[src/rtl/uart_dbg_loader.sv]
// -----------------------------------------------------------------------------
// uart_dbg_loader
//
// Debug command engine sitting between a UART byte receiver/transmitter and
// the SoC debug memory port. The host sends byte packets:
//   'W' (0x57) a0 a1 a2 a3 d0 d1 d2 d3  write 32-bit word, LSB first, ACK
//   'R' (0x52) a0 a1 a2 a3              read 32-bit word, 4 data bytes back
//   'H' (0x48)                          hold CPU in reset, ACK
//   'G' (0x47)                          release CPU reset, ACK
//   anything else                       NAK
// Memory commands are only honoured while the CPU is halted; otherwise the
// whole packet is consumed and answered with NAK without touching the bus.
// A packet whose bytes are spaced by TIMEOUT idle cycles is dropped silently.
//
// Handshakes:
//   rx side : rx_valid is a one-cycle strobe with no back-pressure; bytes
//             arriving while a bus access or response is in progress are lost.
//   tx side : valid/ready. tx_valid and tx_data are held stable until the
//             cycle in which tx_valid && tx_ready, which transfers one byte.
//
// Ports:
//   clk, reset          clock, asynchronous active-high reset
//   rx_data, rx_valid   received byte and its strobe
//   tx_data, tx_valid   byte to transmit and its request
//   tx_ready            transmitter accepts the byte
//   dbg_mem_op          debug bus owns memory (held MEM_WAIT cycles)
//   dbg_adr, dbg_do     access address and write data
//   dbg_wren            byte enables, 4'hF write / 4'h0 read
//   dbg_di              read data, sampled on the last held cycle
//   cpu_n_reset         CPU reset, active low
//   state_o             current FSM state (IDLE=0 ADDR=1 DATA=2 MEM=3 RESP=4)
// -----------------------------------------------------------------------------
module uart_dbg_loader #(
  parameter int unsigned MEM_WAIT    = 4,
  parameter int unsigned TIMEOUT     = 100000,
  parameter bit          BOOT_HALTED = 1'b1
) (
  input  logic        clk,
  input  logic        reset,
  input  logic [7:0]  rx_data,
  input  logic        rx_valid,
  output logic [7:0]  tx_data,
  output logic        tx_valid,
  input  logic        tx_ready,
  output logic        dbg_mem_op,
  output logic [31:0] dbg_adr,
  output logic [31:0] dbg_do,
  output logic [3:0]  dbg_wren,
  input  logic [31:0] dbg_di,
  output logic        cpu_n_reset,
  output logic [2:0]  state_o
);

  localparam logic [7:0] CMD_W = 8'h57;
  localparam logic [7:0] CMD_R = 8'h52;
  localparam logic [7:0] CMD_H = 8'h48;
  localparam logic [7:0] CMD_G = 8'h47;
  localparam logic [7:0] ACK   = 8'h06;
  localparam logic [7:0] NAK   = 8'h15;

  // Idle counter only needs to reach TIMEOUT-1; the following idle cycle aborts.
  localparam int unsigned TW = (TIMEOUT > 1) ? $clog2(TIMEOUT) : 1;
  localparam logic [TW-1:0] TMO_LAST = TW'(TIMEOUT - 1);
  localparam logic [7:0]    MEM_LAST = 8'(MEM_WAIT - 1);

  typedef enum logic [2:0] {
    S_IDLE = 3'd0,
    S_ADDR = 3'd1,
    S_DATA = 3'd2,
    S_MEM  = 3'd3,
    S_RESP = 3'd4
  } state_t;

  state_t         state_q,     state_d;
  logic           is_write_q,  is_write_d;
  logic [1:0]     byte_cnt_q,  byte_cnt_d;
  logic [TW-1:0]  tmo_q,       tmo_d;
  logic [31:0]    adr_sh_q,    adr_sh_d;
  logic [31:0]    dat_sh_q,    dat_sh_d;
  logic [7:0]     wait_q,      wait_d;
  logic           mem_op_q,    mem_op_d;
  logic [3:0]     wren_q,      wren_d;
  logic [31:0]    bus_adr_q,   bus_adr_d;
  logic [31:0]    bus_do_q,    bus_do_d;
  logic [7:0]     tx_data_q,   tx_data_d;
  logic           tx_valid_q,  tx_valid_d;
  logic [23:0]    resp_buf_q,  resp_buf_d;
  logic [1:0]     resp_left_q, resp_left_d;
  logic           cpu_nrst_q,  cpu_nrst_d;

  // Address/data bytes arrive LSB first: shifting in from the top leaves
  // byte i in bits 8i+7:8i once all four have been seen.
  logic [31:0] adr_next;
  logic [31:0] dat_next;
  assign adr_next = {rx_data, adr_sh_q[31:8]};
  assign dat_next = {rx_data, dat_sh_q[31:8]};

  always_ff @(posedge clk or posedge reset) begin
    if (reset) begin
      state_q     <= S_IDLE;
      is_write_q  <= 1'b0;
      byte_cnt_q  <= 2'd0;
      tmo_q       <= '0;
      adr_sh_q    <= 32'h0;
      dat_sh_q    <= 32'h0;
      wait_q      <= 8'h0;
      mem_op_q    <= 1'b0;
      wren_q      <= 4'h0;
      bus_adr_q   <= 32'h0;
      bus_do_q    <= 32'h0;
      tx_data_q   <= 8'h0;
      tx_valid_q  <= 1'b0;
      resp_buf_q  <= 24'h0;
      resp_left_q <= 2'd0;
      cpu_nrst_q  <= ~BOOT_HALTED;
    end else begin
      state_q     <= state_d;
      is_write_q  <= is_write_d;
      byte_cnt_q  <= byte_cnt_d;
      tmo_q       <= tmo_d;
      adr_sh_q    <= adr_sh_d;
      dat_sh_q    <= dat_sh_d;
      wait_q      <= wait_d;
      mem_op_q    <= mem_op_d;
      wren_q      <= wren_d;
      bus_adr_q   <= bus_adr_d;
      bus_do_q    <= bus_do_d;
      tx_data_q   <= tx_data_d;
      tx_valid_q  <= tx_valid_d;
      resp_buf_q  <= resp_buf_d;
      resp_left_q <= resp_left_d;
      cpu_nrst_q  <= cpu_nrst_d;
    end
  end

  always_comb begin
    state_d     = state_q;
    is_write_d  = is_write_q;
    byte_cnt_d  = byte_cnt_q;
    tmo_d       = tmo_q;
    adr_sh_d    = adr_sh_q;
    dat_sh_d    = dat_sh_q;
    wait_d      = wait_q;
    mem_op_d    = mem_op_q;
    wren_d      = wren_q;
    bus_adr_d   = bus_adr_q;
    bus_do_d    = bus_do_q;
    tx_data_d   = tx_data_q;
    tx_valid_d  = tx_valid_q;
    resp_buf_d  = resp_buf_q;
    resp_left_d = resp_left_q;
    cpu_nrst_d  = cpu_nrst_q;

    unique case (state_q)
      S_IDLE: begin
        tmo_d = '0;
        if (rx_valid) begin
          byte_cnt_d  = 2'd0;
          resp_left_d = 2'd0;
          unique case (rx_data)
            CMD_W: begin
              is_write_d = 1'b1;
              state_d    = S_ADDR;
            end
            CMD_R: begin
              is_write_d = 1'b0;
              state_d    = S_ADDR;
            end
            CMD_H: begin
              cpu_nrst_d = 1'b0;
              tx_data_d  = ACK;
              tx_valid_d = 1'b1;
              state_d    = S_RESP;
            end
            CMD_G: begin
              cpu_nrst_d = 1'b1;
              tx_data_d  = ACK;
              tx_valid_d = 1'b1;
              state_d    = S_RESP;
            end
            default: begin
              tx_data_d  = NAK;
              tx_valid_d = 1'b1;
              state_d    = S_RESP;
            end
          endcase
        end
      end

      S_ADDR: begin
        if (rx_valid) begin
          tmo_d      = '0;
          adr_sh_d   = adr_next;
          byte_cnt_d = byte_cnt_q + 2'd1;
          if (byte_cnt_q == 2'd3) begin
            if (is_write_q) begin
              state_d = S_DATA;
            end else if (cpu_nrst_q) begin
              // CPU running: memory is not ours to touch.
              tx_data_d  = NAK;
              tx_valid_d = 1'b1;
              state_d    = S_RESP;
            end else begin
              bus_adr_d = adr_next;
              wren_d    = 4'h0;
              mem_op_d  = 1'b1;
              wait_d    = 8'h0;
              state_d   = S_MEM;
            end
          end
        end else if (tmo_q == TMO_LAST) begin
          tmo_d   = '0;
          state_d = S_IDLE;
        end else begin
          tmo_d = tmo_q + 1'b1;
        end
      end

      S_DATA: begin
        if (rx_valid) begin
          tmo_d      = '0;
          dat_sh_d   = dat_next;
          byte_cnt_d = byte_cnt_q + 2'd1;
          if (byte_cnt_q == 2'd3) begin
            if (cpu_nrst_q) begin
              tx_data_d  = NAK;
              tx_valid_d = 1'b1;
              state_d    = S_RESP;
            end else begin
              bus_adr_d = adr_sh_q;
              bus_do_d  = dat_next;
              wren_d    = 4'hF;
              mem_op_d  = 1'b1;
              wait_d    = 8'h0;
              state_d   = S_MEM;
            end
          end
        end else if (tmo_q == TMO_LAST) begin
          tmo_d   = '0;
          state_d = S_IDLE;
        end else begin
          tmo_d = tmo_q + 1'b1;
        end
      end

      S_MEM: begin
        // Address, data and enables stay frozen for the whole access; the
        // last held cycle is also the one where read data is valid.
        if (wait_q == MEM_LAST) begin
          mem_op_d   = 1'b0;
          wren_d     = 4'h0;
          tx_valid_d = 1'b1;
          state_d    = S_RESP;
          if (is_write_q) begin
            tx_data_d   = ACK;
            resp_left_d = 2'd0;
          end else begin
            tx_data_d   = dbg_di[7:0];
            resp_buf_d  = dbg_di[31:8];
            resp_left_d = 2'd3;
          end
        end else begin
          wait_d = wait_q + 8'd1;
        end
      end

      S_RESP: begin
        if (tx_valid_q && tx_ready) begin
          if (resp_left_q == 2'd0) begin
            tx_valid_d = 1'b0;
            state_d    = S_IDLE;
          end else begin
            tx_data_d   = resp_buf_q[7:0];
            resp_buf_d  = {8'h0, resp_buf_q[23:8]};
            resp_left_d = resp_left_q - 2'd1;
          end
        end
      end

      default: begin
        state_d = S_IDLE;
      end
    endcase
  end

  assign tx_data     = tx_data_q;
  assign tx_valid    = tx_valid_q;
  assign dbg_mem_op  = mem_op_q;
  assign dbg_adr     = bus_adr_q;
  assign dbg_do      = bus_do_q;
  assign dbg_wren    = wren_q;
  assign cpu_n_reset = cpu_nrst_q;
  assign state_o     = state_q;

endmodule
[config.mk]
export PLATFORM = sky130hd
export DESIGN_NAME = uart_dbg_loader
export DESIGN_NICKNAME = d
export VERILOG_FILES = /design/src/rtl/uart_dbg_loader.sv
export SDC_FILE = /design/constraint.sdc
export NUM_CORES = 1
export LEC_CHECK = 0
export ABC_CLOCK_PERIOD_IN_PS = 10850
export BUFFER_PORTS_ARGS = -buffer_cell sky130_fd_sc_hd__buf_2
export CORE_MARGIN = 3
export CORE_UTILIZATION = 61
export CTS_BUF_LIST = sky130_fd_sc_hd__clkbuf_16
export DETAILED_ROUTE_END_ITERATION = 6
export PLACE_DENSITY = 0.93
export SYNTH_ARGS = -nofsm -noshare
export SYNTH_HDL_FRONTEND = slang
export SYNTH_SLANG_ARGS = --single-unit
[constraint.sdc]
create_clock -name clk -period 10.85 [get_ports clk]
set_input_delay 1.6275 -clock clk [delete_from_list [all_inputs] [get_ports clk]]
set_output_delay 1.6275 -clock clk [all_outputs]
set_load 0.01 [all_outputs]
==> results.txt, run 1 <==
----------------------------------------------------
[CTS]
  CTS root buf ... clkbuf_16
  Cts-stage hold buffer count ... 0
  Post-cts resize count ... 0
  CTS Buf Count ... 17
  TritonCTS clock tree ... done
  Clk sink count ... 189
  Post-CTS Setup Bufs ... 0
  Clk pin slew, worst setup/hold paths ... 70 ps
  Clock insertion delay at the later pin of the skew report ... 440 ps
  Clock buffer depth ... 2
  Number of H-tree branching levels ... 4

[Setup path]
  Critical path buffer and inverter count ... 1
  Critical-path cell list ... buf_2 > nor2b_1 > nand3_2 > o21ai_0
  Crit path depth ... 4
  Slowest stage cell, crit path ... nand3_2
  Delay of the slowest cell on the worst path ... 870 ps
  Required time of the worst setup path ... 11160 ps
  Critical Path End Type ... flop
  Kind of critical path ... in -> reg
  Worst setup path endpoint ... dbg_adr[22]
  Largest fanout on the critical path ... 65
  Cells on worst reg2reg path ... 4
  Critical register-to-register path startpoint ... state_o[0]
  Slack of the worst reg-to-reg path ... 7900 ps
  Crit Reg-Reg Endpoint ... dbg_adr[22]
  CP arrival ... 3650 ps
  Nature of the critical path startpoint ... input port
  Kind of cell adding the most delay to the critical path ... simple AND/OR/NAND/NOR gates
  Setup crit start ... rx_valid

[Status]
  Outcome ... completed

[Synth]
  Most used flip-flop cell after synthesis ... dfrtp_1
  Synth area leader ... dfrtp_1
  Sequential element share of the synthesized area ... 0.561
  Synth top area cells ... dfrtp_1, mux2_2, mux2i_1
  Share of the synthesized area in the top cell type ... 0.561
  Number of distinct library cells after synthesis ... 59
  Post-synthesis cell count ... 730
  Number of warnings issued by yosys ... 0
  Mapped Nets ... 778
  Mapped cell area ... 8430 um^2
  Post-synth EDFFs ... 0
  Mean area per synthesized cell ... 11.6 um^2
  Proportion of synthesized flip-flops having asynchronous set or reset ... 1.00
  #FFs+latches synth ... 189

[Min path]
  Worst min path class ... reg -> reg

[Power and ir drop]
  Clock Power Share ... 0.296
  Reported leakage power ... 4.76 nW
  Maximum vdd ir drop ... 0.163 mV
  Switch share ... 0.308
  Total power per unit cell area ... 220 nW/um^2
  Share of power burned in combinational logic ... 0.230
  NetSw ... 0.659 mW
  Share of total power in sequential cells ... 0.475
  Total internal power ... 1.48 mW

[STA]
  Max Fclk ... 299 MHz
  Final worst path period need ... 3350 ps
  Setup-failing EPs final ... 0
  Period utilization ... 0.308
  Final Hold Violating Endpoints ... 0
  Max Slew Vio Count ... 0
  Worst max-slew margin expressed relative to the limit ... 0.219
  Skew final ... 8.45 ps
  Setup repair after global routing missed its margin ... false
  Setup tns final ... 0 ps
  Slew at the pin closest to its max-slew limit ... 1170 ps

[Route]
  Starting DRT DRC Count ... 395
  Number of iterations in the first detailed-routing pass ... 5
  DRC Markers ... 0
  Detailed-route via count ... 5947
  DR vias/cell ... 5.78
  Mean routed wirelength per cell ... 17.2 um
  Total routed wirelength ... 17700 um
  Routed Antenna Nets ... 0

[Die]
  Floorplan die area ... 15300 um^2
  Placeable Area ... 13400 um^2
  Site row count ... 42
  Starting Density ... 0.629
  Top-Level Pins ... 126
  Width of the die ... 124 um
  Die extent in y ... 124 um

[Finish]
  Layout overhead on the synthesized area ... 15.6%
  Fraction of layout cells with a size suffix above 1 ... 0.317
  Number of diodes ... 0
  Top library cells by usage in the layout, fill and taps aside ... dfrtp_1, buf_2, nand2_1
  Number of filler instances in the final layout ... 871
  Most common cell after layout, fill and taps aside ... dfrtp_1
  Final core utilization ... 0.728
  Number of nets in the layout ... 888

[Placement]
  Routability congestion estimate from global placement ... 0.892
  Count of buffers inserted at the top-level ports ... 125
  Sum of net half-perimeters after detailed placement ... 11500 um

[Run]
  Total of max-cap violations ... 0

[Global routing]
  GRT overflow ... 0
  GRT Overall Usage ... 0.241
  Global-route wire length before repair ... 28600 um
  Number of antenna violations at the first check in global routing ... 0
  Largest net degree at the start of global routing ... 114
  Via count of the first global-routing pass ... 5740

----------------------------------------------------
==> power by group through the flow <==
| stage | combinational, mW | sequential, mW | clock [mW] |
|---|---|---|---|
| after CTS | 0.498 | 1.02 | 0.639 |
| final | 0.492 | 1.02 | 0.633 |
| after global routing | 0.552 | 1.04 | 0.671 |
| after floorplan | 0.338 | 1.01 | 0 |
| after detailed placement | 0.489 | 1.02 | 0 |
| after global placement | 0.467 | 1.01 | 0 |
==> cells by family (layout without fill, tap and decap cells) <==
group / after synthesis / in the layout / synth area share
simple gates: 201 / 201 / 0.117
flops: 189 / 189 / 0.561
mux: 145 / 145 / 0.186
compound gates: 118 / 118 / 0.0816
buf+inv: 55 / 178 / 0.0297
xor+xnor: 18 / 18 / 0.0187
fa+ha+maj: 4 / 4 / 0.00593
==> worst register-to-register path, stage by stage, from the launching register on <==
cell and delay, ps:
dfrtp_1 750, nand2b_1 330, o21ai_1 330, nand3_2 840, o21ai_0 570
==> area by class of cell <==
cell class                      instances  area (um^2)  share of cell area
Clock inverter                         15          171              0.0176
Multi-Input combinational cell        486         3470               0.356
Timing Repair Buffer                  130          663              0.0680
Sequential cell                       189         4730               0.485
Tap cell                              176          220              0.0226
Inverter                               16         67.6             0.00693
Clock buffer                           17          425              0.0436
==> sequential cells by signal, summed over array words and instances (netlist names), 2 cells and up <==
register     flops
adr_sh_q        32
byte_cnt_q       2
dat_sh_q        24
dbg_adr         32
dbg_do          32
resp_buf_q      24
resp_left_q      2
state_o          3
tmo_q           17
tx_data          8
wait_q           8
==> worst min path at each step <==
stage          cells after the start            from              to
3_5_place_dp                       2     dbg_adr[30]     dbg_adr[30]
6_report                           2     dbg_adr[30]     dbg_adr[30]
4_1_cts                            2     dbg_adr[30]     dbg_adr[30]
3_3_place_gp                       2     dbg_adr[23]     dbg_adr[23]
5_1_grt                            2     dbg_adr[29]     dbg_adr[29]
2_1_floorplan                      2  resp_buf_q[10]  resp_buf_q[10]
==> per-layer routing <==
| metal | GRT usage | part of all wire | wire length [um] |
|---|---|---|---|
| met5 | 0 | 0 | 0 |
| met4 | 0.0851 | 0.024 | 419 |
| met3 | 0.0631 | 0.058 | 1020 |
| met2 | 0.387 | 0.49 | 8740 |
| met1 | 0.320 | 0.43 | 7530 |
==> cell usage after synthesis (3+ instances only) <==
cell type / count
nor3_1: 5
and3_1: 4
or3_1: 3
o22ai_1: 4
buf_4: 4
nor3_2: 3
a21oi_1: 13
nand2_1: 96
o21ai_0: 73
nand3_1: 16
nand3b_1: 5
a22o_1: 6
nor2_1: 33
nand2b_1: 5
dfrtp_1: 189
and2_1: 4
clkbuf_1: 17
o2111ai_1: 3
inv_1: 16
xnor2_1: 11
buf_2: 17
nand4_1: 7
mux2i_1: 49
ha_1: 4
mux2_2: 95
xor2_1: 7
==> per-stage QoR <==
stage                     cell area, um^2  setup WS, ps  instances  hold WS (ps)  power [mW]
final                                9750          7500       1029           477        2.14
after global routing                 9750          7290       1029           503        2.26
after CTS                            9750          7560       1029           481        2.15
after detailed placement             9160          7110        997           466        1.51
after global placement               9160          7340        997           458        1.48
after floorplan                      8430          4080        730           450        1.35
Power figures use the tool's default switching activity.
==> run 2: changes to the inputs <==
==> config.mk (replaced) <==
export PLATFORM = sky130hd
export DESIGN_NAME = uart_dbg_loader
export DESIGN_NICKNAME = d
export VERILOG_FILES = /design/src/rtl/uart_dbg_loader.sv
export SDC_FILE = /design/constraint.sdc
export NUM_CORES = 1
export LEC_CHECK = 0
export ABC_CLOCK_PERIOD_IN_PS = 2950
export BUFFER_PORTS_ARGS = -buffer_cell sky130_fd_sc_hd__buf_2
export CORE_MARGIN = 3
export CORE_UTILIZATION = 51
export CTS_BUF_LIST = sky130_fd_sc_hd__clkbuf_16
export DETAILED_ROUTE_END_ITERATION = 6
export PLACE_DENSITY = 0.83
export SYNTH_ARGS = -nofsm -noshare
export SYNTH_HDL_FRONTEND = slang
export SYNTH_SLANG_ARGS = --single-unit
==> constraint.sdc (replaced) <==
create_clock -name clk -period 2.95 [get_ports clk]
set_input_delay 0.4425 -clock clk [delete_from_list [all_inputs] [get_ports clk]]
set_output_delay 0.4425 -clock clk [all_outputs]
set_load 0.01 [all_outputs]
==> run 2 against run 1 <==
Via count fell by 3.6%. Sequential share of layout area is 0.54 points lower. Worst setup slack worse by 7000 ps. Cell area is 1.1% higher. Sequential power rose to 3.6 times the previous value. Critical endpoint is now dbg_adr[1].
==> results.txt, run 2 (synthesis results as in run 1) <==
----------------------------------------------------
[Setup path]
  Kind of critical path ... reg -> reg
  Critical Path End Type ... flop
  CP arrival ... 2810 ps (-840 ps)
  Required time of the worst setup path ... 3290 ps (-7870 ps)
  Nature of the critical path startpoint ... flop
  Largest fanout on the critical path ... 34 (-48%)

[Placement]
  Worst setup slack before clock tree synthesis ... 486 ps (-6620 ps)
  Sum of net half-perimeters after detailed placement ... 11700 um (+1.2%)
  Total placed cells including tap cells ... 1043 (+4.6%)
  Count of buffers inserted at the top-level ports ... 125 (unchanged)
  Routability congestion estimate from global placement ... 0.892 (about the same)

[STA]
  Final WS setup ... 477 ps (-7030 ps)
  Setup-failing EPs final ... 0 (unchanged)
  Final Hold Violating Endpoints ... 0 (unchanged)
  Skew final ... 18.0 ps (+9.57 ps)
  Max Slew Vio Count ... 0 (unchanged)
  Slew at the pin closest to its max-slew limit ... 696 ps (-473 ps)
  Max Fclk ... 404 MHz
  Period utilization ... 0.838
  Final worst path period need ... 2470 ps
  Setup repair after global routing missed its margin ... false
  Worst max-slew margin expressed relative to the limit ... 0.535 (+0.316)
  Setup tns final ... 0 ps (unchanged)

[Route]
  DR vias/cell ... 5.34 (-7.6%)
  Number of iterations in the first detailed-routing pass ... 4 (-1)
  DRC Markers ... 0 (unchanged)
  Mean routed wirelength per cell ... 15.6 um (-9.5%)
  Routed Antenna Nets ... 0 (unchanged)
  Starting DRT DRC Count ... 311 (-21%)
  Detailed-route via count ... 5733 (-3.6%)
  Total routed wirelength ... 16700 um (-5.7%)

[Finish]
  Area of the multi-input gates ... 3470 um^2 (unchanged)
  Final core utilization ... 0.614 (-0.114)
  Most common cell after layout, fill and taps aside ... dfrtp_1
  Layout overhead on the synthesized area ... 16.9%
  Number of diodes ... 0 (unchanged)
  Number of nets in the layout ... 894 (+0.68%)
  Combined flip-flop and latch cell area ... 4730 um^2 (unchanged)
  Top library cells by usage in the layout, fill and taps aside ... dfrtp_1, buf_2, nand2_1
  Fraction of layout cells with a size suffix above 1 ... 0.320 (+0.00319)
  Number of filler instances in the final layout ... 1247 (+43%)
  Post-route non-filler standard cell count ... 1073 (+4.3%)

[Die]
  Placeable Area ... 16100 um^2 (+20%)
  Starting Density ... 0.525 (-0.104)
  Die extent in y ... 135 um (+8.9%)
  Top-Level Pins ... 126 (unchanged)
  Width of the die ... 135 um (+8.9%)
  Site row count ... 46 (+9.5%)
  Floorplan die area ... 18100 um^2 (+19%)

[Global routing]
  GRT Overall Usage ... 0.195 (-0.0461)
  Largest net degree at the start of global routing ... 62 (-46%)
  GRT overflow ... 0 (unchanged)
  Via count of the first global-routing pass ... 5671 (-1.2%)
  Global-route wire length before repair ... 28500 um (-0.58%)
  Number of antenna violations at the first check in global routing ... 0 (unchanged)

[CTS]
  Post-cts resize count ... 0 (unchanged)
  Number of H-tree branching levels ... 4 (unchanged)
  Clock insertion delay at the later pin of the skew report ... 430 ps (about the same)
  CTS root buf ... clkbuf_16
  Clock buffer depth ... 2 (unchanged)
  Clk sink count ... 189 (unchanged)
  Cts-stage hold buffer count ... 0 (unchanged)
  Post-CTS Setup Bufs ... 0 (unchanged)
  Clk pin slew, worst setup/hold paths ... 70 ps (about the same)
  TritonCTS clock tree ... done
  CTS Buf Count ... 17 (unchanged)

[Run]
  Total of max-cap violations ... 0 (unchanged)

[Power and ir drop]
  Total power per unit cell area ... 785 nW/um^2 (+260%)
  Reported leakage power ... 4.78 nW (+0.34%)
  Maximum vdd ir drop ... 0.525 mV (+220%)

[Status]
  Outcome ... completed

[Min path]
  Worst min path class ... in -> async

----------------------------------------------------
-- run 2: cell type report --
| cell class | count | area share |
|---|---|---|
| clock buffers | 17 | 0.0431 |
| repair buffers | 136 | 0.0769 |
| inverters | 16 | 0.00647 |
| clock inverters | 13 | 0.0142 |
| flip-flops and latches | 189 | 0.480 |
| well taps | 216 | 0.0274 |
| multi-input cells | 486 | 0.352 |
-- run 2: path summary, 6_finish.rpt --
path                       depth (start not counted)         from             end  slack (ps)
max                                                5   state_o[0]      dbg_adr[1]         480
min in group clk                                   3   dbg_di[24]  resp_buf_q[16]         250
max reg2reg                                        5   state_o[0]      dbg_adr[1]         480
max in group asynchronous                          3        reset      dbg_do[10]        2100
min reg2reg                                        2  dbg_adr[16]     dbg_adr[16]         480
min                                                2        reset     dbg_adr[10]         120
-- run 2: per-stage QoR --
step,cell area (um^2),total power [mW],hold slack [ps]
3_5_place_dp,9300,5.57,468
4_1_cts,9860,7.81,136
2_1_floorplan,8440,4.95,450
5_1_grt,9860,8.25,151
6_report,9860,7.74,118
3_3_place_gp,9300,5.47,460
-- run 2: where the power goes --
part / switching (mW) / internal [mW] / total [mW]
registers: 0.455 / 3.25 / 3.71
clock network: 0.981 / 1.25 / 2.23
logic: 0.930 / 0.871 / 1.80
total: 2.37 / 5.37 / 7.74
-- run 2: worst max-delay path: stages, from the launching register on --
cell and delay (ps):
dfrtp_1 680, nand2b_1 280, o21ai_1 290, nand3_2 520, buf_4 420, o21ai_0 210
-- run 2: metal layers --
metal,GRT usage,vias to the layer above,part of all wire
li1,-,2807,-
met1,0.273,2764,0.47
met2,0.302,144,0.47
met3,0.0596,18,0.054
met4,0.0486,0,0.012
met5,0,-,0
==> run 3: changes to the inputs <==
==> config.mk (replaced) <==
export PLATFORM = sky130hd
export DESIGN_NAME = uart_dbg_loader
export DESIGN_NICKNAME = d
export VERILOG_FILES = /design/src/rtl/uart_dbg_loader.sv
export SDC_FILE = /design/constraint.sdc
export NUM_CORES = 1
export LEC_CHECK = 0
export ABC_AREA = 1
export ABC_CLOCK_PERIOD_IN_PS = 2400
export BUFFER_PORTS_ARGS = -buffer_cell sky130_fd_sc_hd__buf_2
export CORE_MARGIN = 3
export CORE_UTILIZATION = 57
export CTS_BUF_LIST = sky130_fd_sc_hd__clkbuf_16
export DETAILED_ROUTE_END_ITERATION = 6
export PLACE_DENSITY = 0.87
export SYNTH_ARGS = -nofsm -noshare
export SYNTH_HDL_FRONTEND = slang
export SYNTH_SLANG_ARGS = --single-unit
==> constraint.sdc (replaced) <==
create_clock -name clk -period 2.4 [get_ports clk]
set_input_delay 0.36 -clock clk [delete_from_list [all_inputs] [get_ports clk]]
set_output_delay 0.36 -clock clk [all_outputs]
set_load 0.01 [all_outputs]
==> run 3 against run 2 <==
Power shrank 21%. Clock-buffer cell count is the same. Flip-flop and latch count is the same. Hold slack gained 26 ps. Register-to-register slack lost 250 ps. Synthesized cell count grew 53%. Critical path type unchanged. Core utilization grew 7.2 points. Sequential power shrank 13%.
==> results.txt, run 3 <==
----------------------------------------------------
[Synth]
  Share of the synthesized area in the top cell type ... 0.535 (-0.0255)
  Portion of netlist area occupied by mux cells ... 0 (-0.186)
  Simple logic cell fraction of the synthesized area ... 0.254 (+0.137)
  Most frequently used cell type in the post-synthesis netlist ... nand2_1
  Number of warnings issued by yosys ... 0 (unchanged)
  Post-synth EDFFs ... 0 (unchanged)
  Most used flip-flop cell after synthesis ... dfrtp_1
  Mapped Nets ... 1166 (+50%)
  Synth top area cells ... dfrtp_1, nand2_1, o21ai_0
  Sequential element share of the synthesized area ... 0.535 (-0.0255)
  Area fraction in compound gates after synthesis ... 0.111 (+0.0299)
  Main combinational cell family by area after synthesis ... simple AND/OR/NAND/NOR gates
  Mean area per synthesized cell ... 7.90 um^2 (-32%)
  Fraction of synthesized cell area in xor and xnor cells ... 0.0139 (-0.00481)
  Most instantiated cells after synthesis ... nand2_1, dfrtp_1, o21ai_0
  Post-synthesis share of cell area spent on full adders, half adders and majority gates ... 0.00566 (-0.000270)
  Proportion of synthesized flip-flops having asynchronous set or reset ... 1.00 (unchanged)
  Mapped cell area ... 8840 um^2 (+4.8%)
  Number of distinct library cells after synthesis ... 34 (-42%)
  Synth area leader ... dfrtp_1
  #FFs+latches synth ... 189 (unchanged)
  Post-synthesis cell count ... 1118 (+53%)

[Die]
  Floorplan die area ... 17000 um^2 (-6.0%)
  Die extent in y ... 131 um (-3.0%)
  Site row count ... 44 (-4.3%)
  Width of the die ... 131 um (-3.0%)
  Starting Density ... 0.594 (+0.0692)
  Placeable Area ... 14900 um^2 (-7.4%)
  Top-Level Pins ... 126 (unchanged)

[Finish]
  Most common cell after layout, fill and taps aside ... nand2_1
  Layout overhead on the synthesized area ... 15.4%
  Number of nets in the layout ... 1279 (+43%)
  Number of filler instances in the final layout ... 1202 (-3.6%)
  Number of diodes ... 0 (unchanged)
  Final core utilization ... 0.686 (+0.0720)
  Fraction of layout cells with a size suffix above 1 ... 0.162 (-0.158)
  Top library cells by usage in the layout, fill and taps aside ... nand2_1, dfrtp_1, o21ai_0

[CTS]
  Clock buffer depth ... 2 (unchanged)
  Clk pin slew, worst setup/hold paths ... 70 ps (about the same)
  TritonCTS clock tree ... done
  CTS root buf ... clkbuf_16
  Post-cts resize count ... 0 (unchanged)
  Clock insertion delay at the later pin of the skew report ... 430 ps (about the same)
  Post-CTS Setup Bufs ... 0 (unchanged)
  Clk sink count ... 189 (unchanged)
  CTS Buf Count ... 17 (unchanged)
  Number of H-tree branching levels ... 4 (unchanged)

[STA]
  Final Hold Violating Endpoints ... 0 (unchanged)
  Max Slew Vio Count ... 0 (unchanged)
  Max Fclk ... 460 MHz (+14%)
  Setup repair after global routing missed its margin ... false
  Final worst path period need ... 2170 ps (-299 ps)
  Final WS setup ... 226 ps (-251 ps)
  Setup-failing EPs final ... 0 (unchanged)
  Worst max-slew margin expressed relative to the limit ... 0.642 (+0.107)
  Period utilization ... 0.906 (+0.0676)
  Post-route worst hold slack ... 145 ps (+26.2 ps)
  Slew at the pin closest to its max-slew limit ... 537 ps (-159 ps)
  Skew final ... 15.1 ps (-2.94 ps)

[Route]
  Starting DRT DRC Count ... 604 (+94%)
  Number of iterations in the first detailed-routing pass ... 5 (+1)
  Routed Antenna Nets ... 0 (unchanged)
  Mean routed wirelength per cell ... 14.3 um (-8.0%)
  DR vias/cell ... 5.34 (-0.10%)
  Detailed-route via count ... 7622 (+33%)
  DRC Markers ... 0 (unchanged)
  Total routed wirelength ... 20500 um (+22%)

[Power and ir drop]
  Reported leakage power ... 5.43 nW (+14%)
  Maximum vdd ir drop ... 0.453 mV (-14%)
  Total power per unit cell area ... 603 nW/um^2 (-23%)

[Global routing]
  GRT Overall Usage ... 0.255 (+0.0602)
  GRT overflow ... 0 (unchanged)
  Number of antenna violations at the first check in global routing ... 0 (unchanged)
  Largest net degree at the start of global routing ... 84 (+35%)
  Global-route wire length before repair ... 34700 um (+22%)
  Via count of the first global-routing pass ... 7276 (+28%)

[Setup path]
  Critical Path End Type ... flop
  Kind of critical path ... reg -> reg
  Critical-path cell list ... inv_2 > nor2_2 > nand2_1 > nor2_1 > nor3_4 > inv_1 > nand2_1 > nand2_1
  Required time of the worst setup path ... 2770 ps (-520 ps)
  Nature of the critical path startpoint ... flop
  Top cell by count, worst path ... nand2_1
  Slowest stage cell, crit path ... nor2_1
  CP arrival ... 2550 ps (-260 ps)
  Delay of the slowest cell on the worst path ... 540 ps (-140 ps)
  Largest fanout on the critical path ... 13 (-62%)

[Placement]
  Routability congestion estimate from global placement ... 0.906 (+1.5%)
  Sum of net half-perimeters after detailed placement ... 14300 um (+23%)
  Count of buffers inserted at the top-level ports ... 125 (unchanged)
  Worst setup slack before clock tree synthesis ... 287 ps (-199 ps)

[Run]
  Total of max-cap violations ... 0 (unchanged)

[Status]
  Outcome ... completed

[Min path]
  Worst min path class ... in -> reg

----------------------------------------------------
run 3: changes by cell type after synthesis, sizes merged, moves of 7 or more:
cell / change
mux2: -96
nor2: +23
xnor2: -9
mux2i: -49
clkbuf: +7
nand3: +28
o21ai: +94
nand2: +331
inv: +100
run 3: cells by family after synthesis:
family,after synthesis
and+or+nand+nor,552
DFF,189
adders and majority gates,4
buffers and inverters,166
xor gates and xnor gates,14
AOI/OAI and AO/OA,193
run 3: area by class of cell:
| type | count | area [um^2] | share of cell area |
|---|---|---|---|
| Clock buffer | 17 | 425 | 0.0417 |
| Sequential cell | 189 | 4730 | 0.464 |
| Clock inverter | 15 | 150 | 0.0147 |
| Timing Repair Buffer | 144 | 808 | 0.0793 |
| Tap cell | 184 | 230 | 0.0226 |
| Multi-Input combinational cell | 763 | 3410 | 0.335 |
| Inverter | 116 | 442 | 0.0433 |
run 3: per-stage QoR:
step	power [mW]	setup TNS, ps	area [um^2]	cells
after floorplan	3.36	-74560	8840	1118
after global placement	3.44	0	9610	1395
after detailed placement	3.45	0	9610	1395
after CTS	6.18	0	10200	1428
after global routing	6.34	0	10200	1428
final	6.14	0	10200	1428
run 3: worst max-delay path: cells and delay by family, from the launching register on:
kind,cells,cell delay [ps]
flip-flops,1,510
buffers and inverters,2,370
AND/OR/NAND/NOR,6,1230
run 3: repair_timing:
item                                    in CTS  in global routing
endpoints found under the hold margin       12                  0
endpoints found under the setup margin       0                  0
hold buffers                                 1                  0
run 3: power breakdown:
part | leakage (nW) | switching, mW | internal [mW]
Clock | 0.283 | 1.30 | 1.46
Sequential | 2.38 | 0.0108 | 3.21
Combinational | 2.77 | 0.118 | 0.0508
run 3: layer usage:
metal / part of all wire / vias up / global-route usage
li1: - / 3748 / -
met1: 0.44 / 3574 / 0.348
met2: 0.48 / 260 / 0.409
met3: 0.063 / 40 / 0.0577
met4: 0.022 / 0 / 0.0859
met5: 0 / - / 0
run 3: final timing paths:
check,to,cells after the start,slack (ps),start
max,resp_buf_q[1],8,230,state_o[0]
min,resp_buf_q[21],3,140,dbg_di[29]
max reg2reg,resp_buf_q[1],8,230,state_o[0]
min reg2reg,dbg_adr[19],2,470,dbg_adr[19]
max in group asynchronous,tmo_q[2],4,1220,reset
min in group asynchronous,dat_sh_q[8],3,450,reset
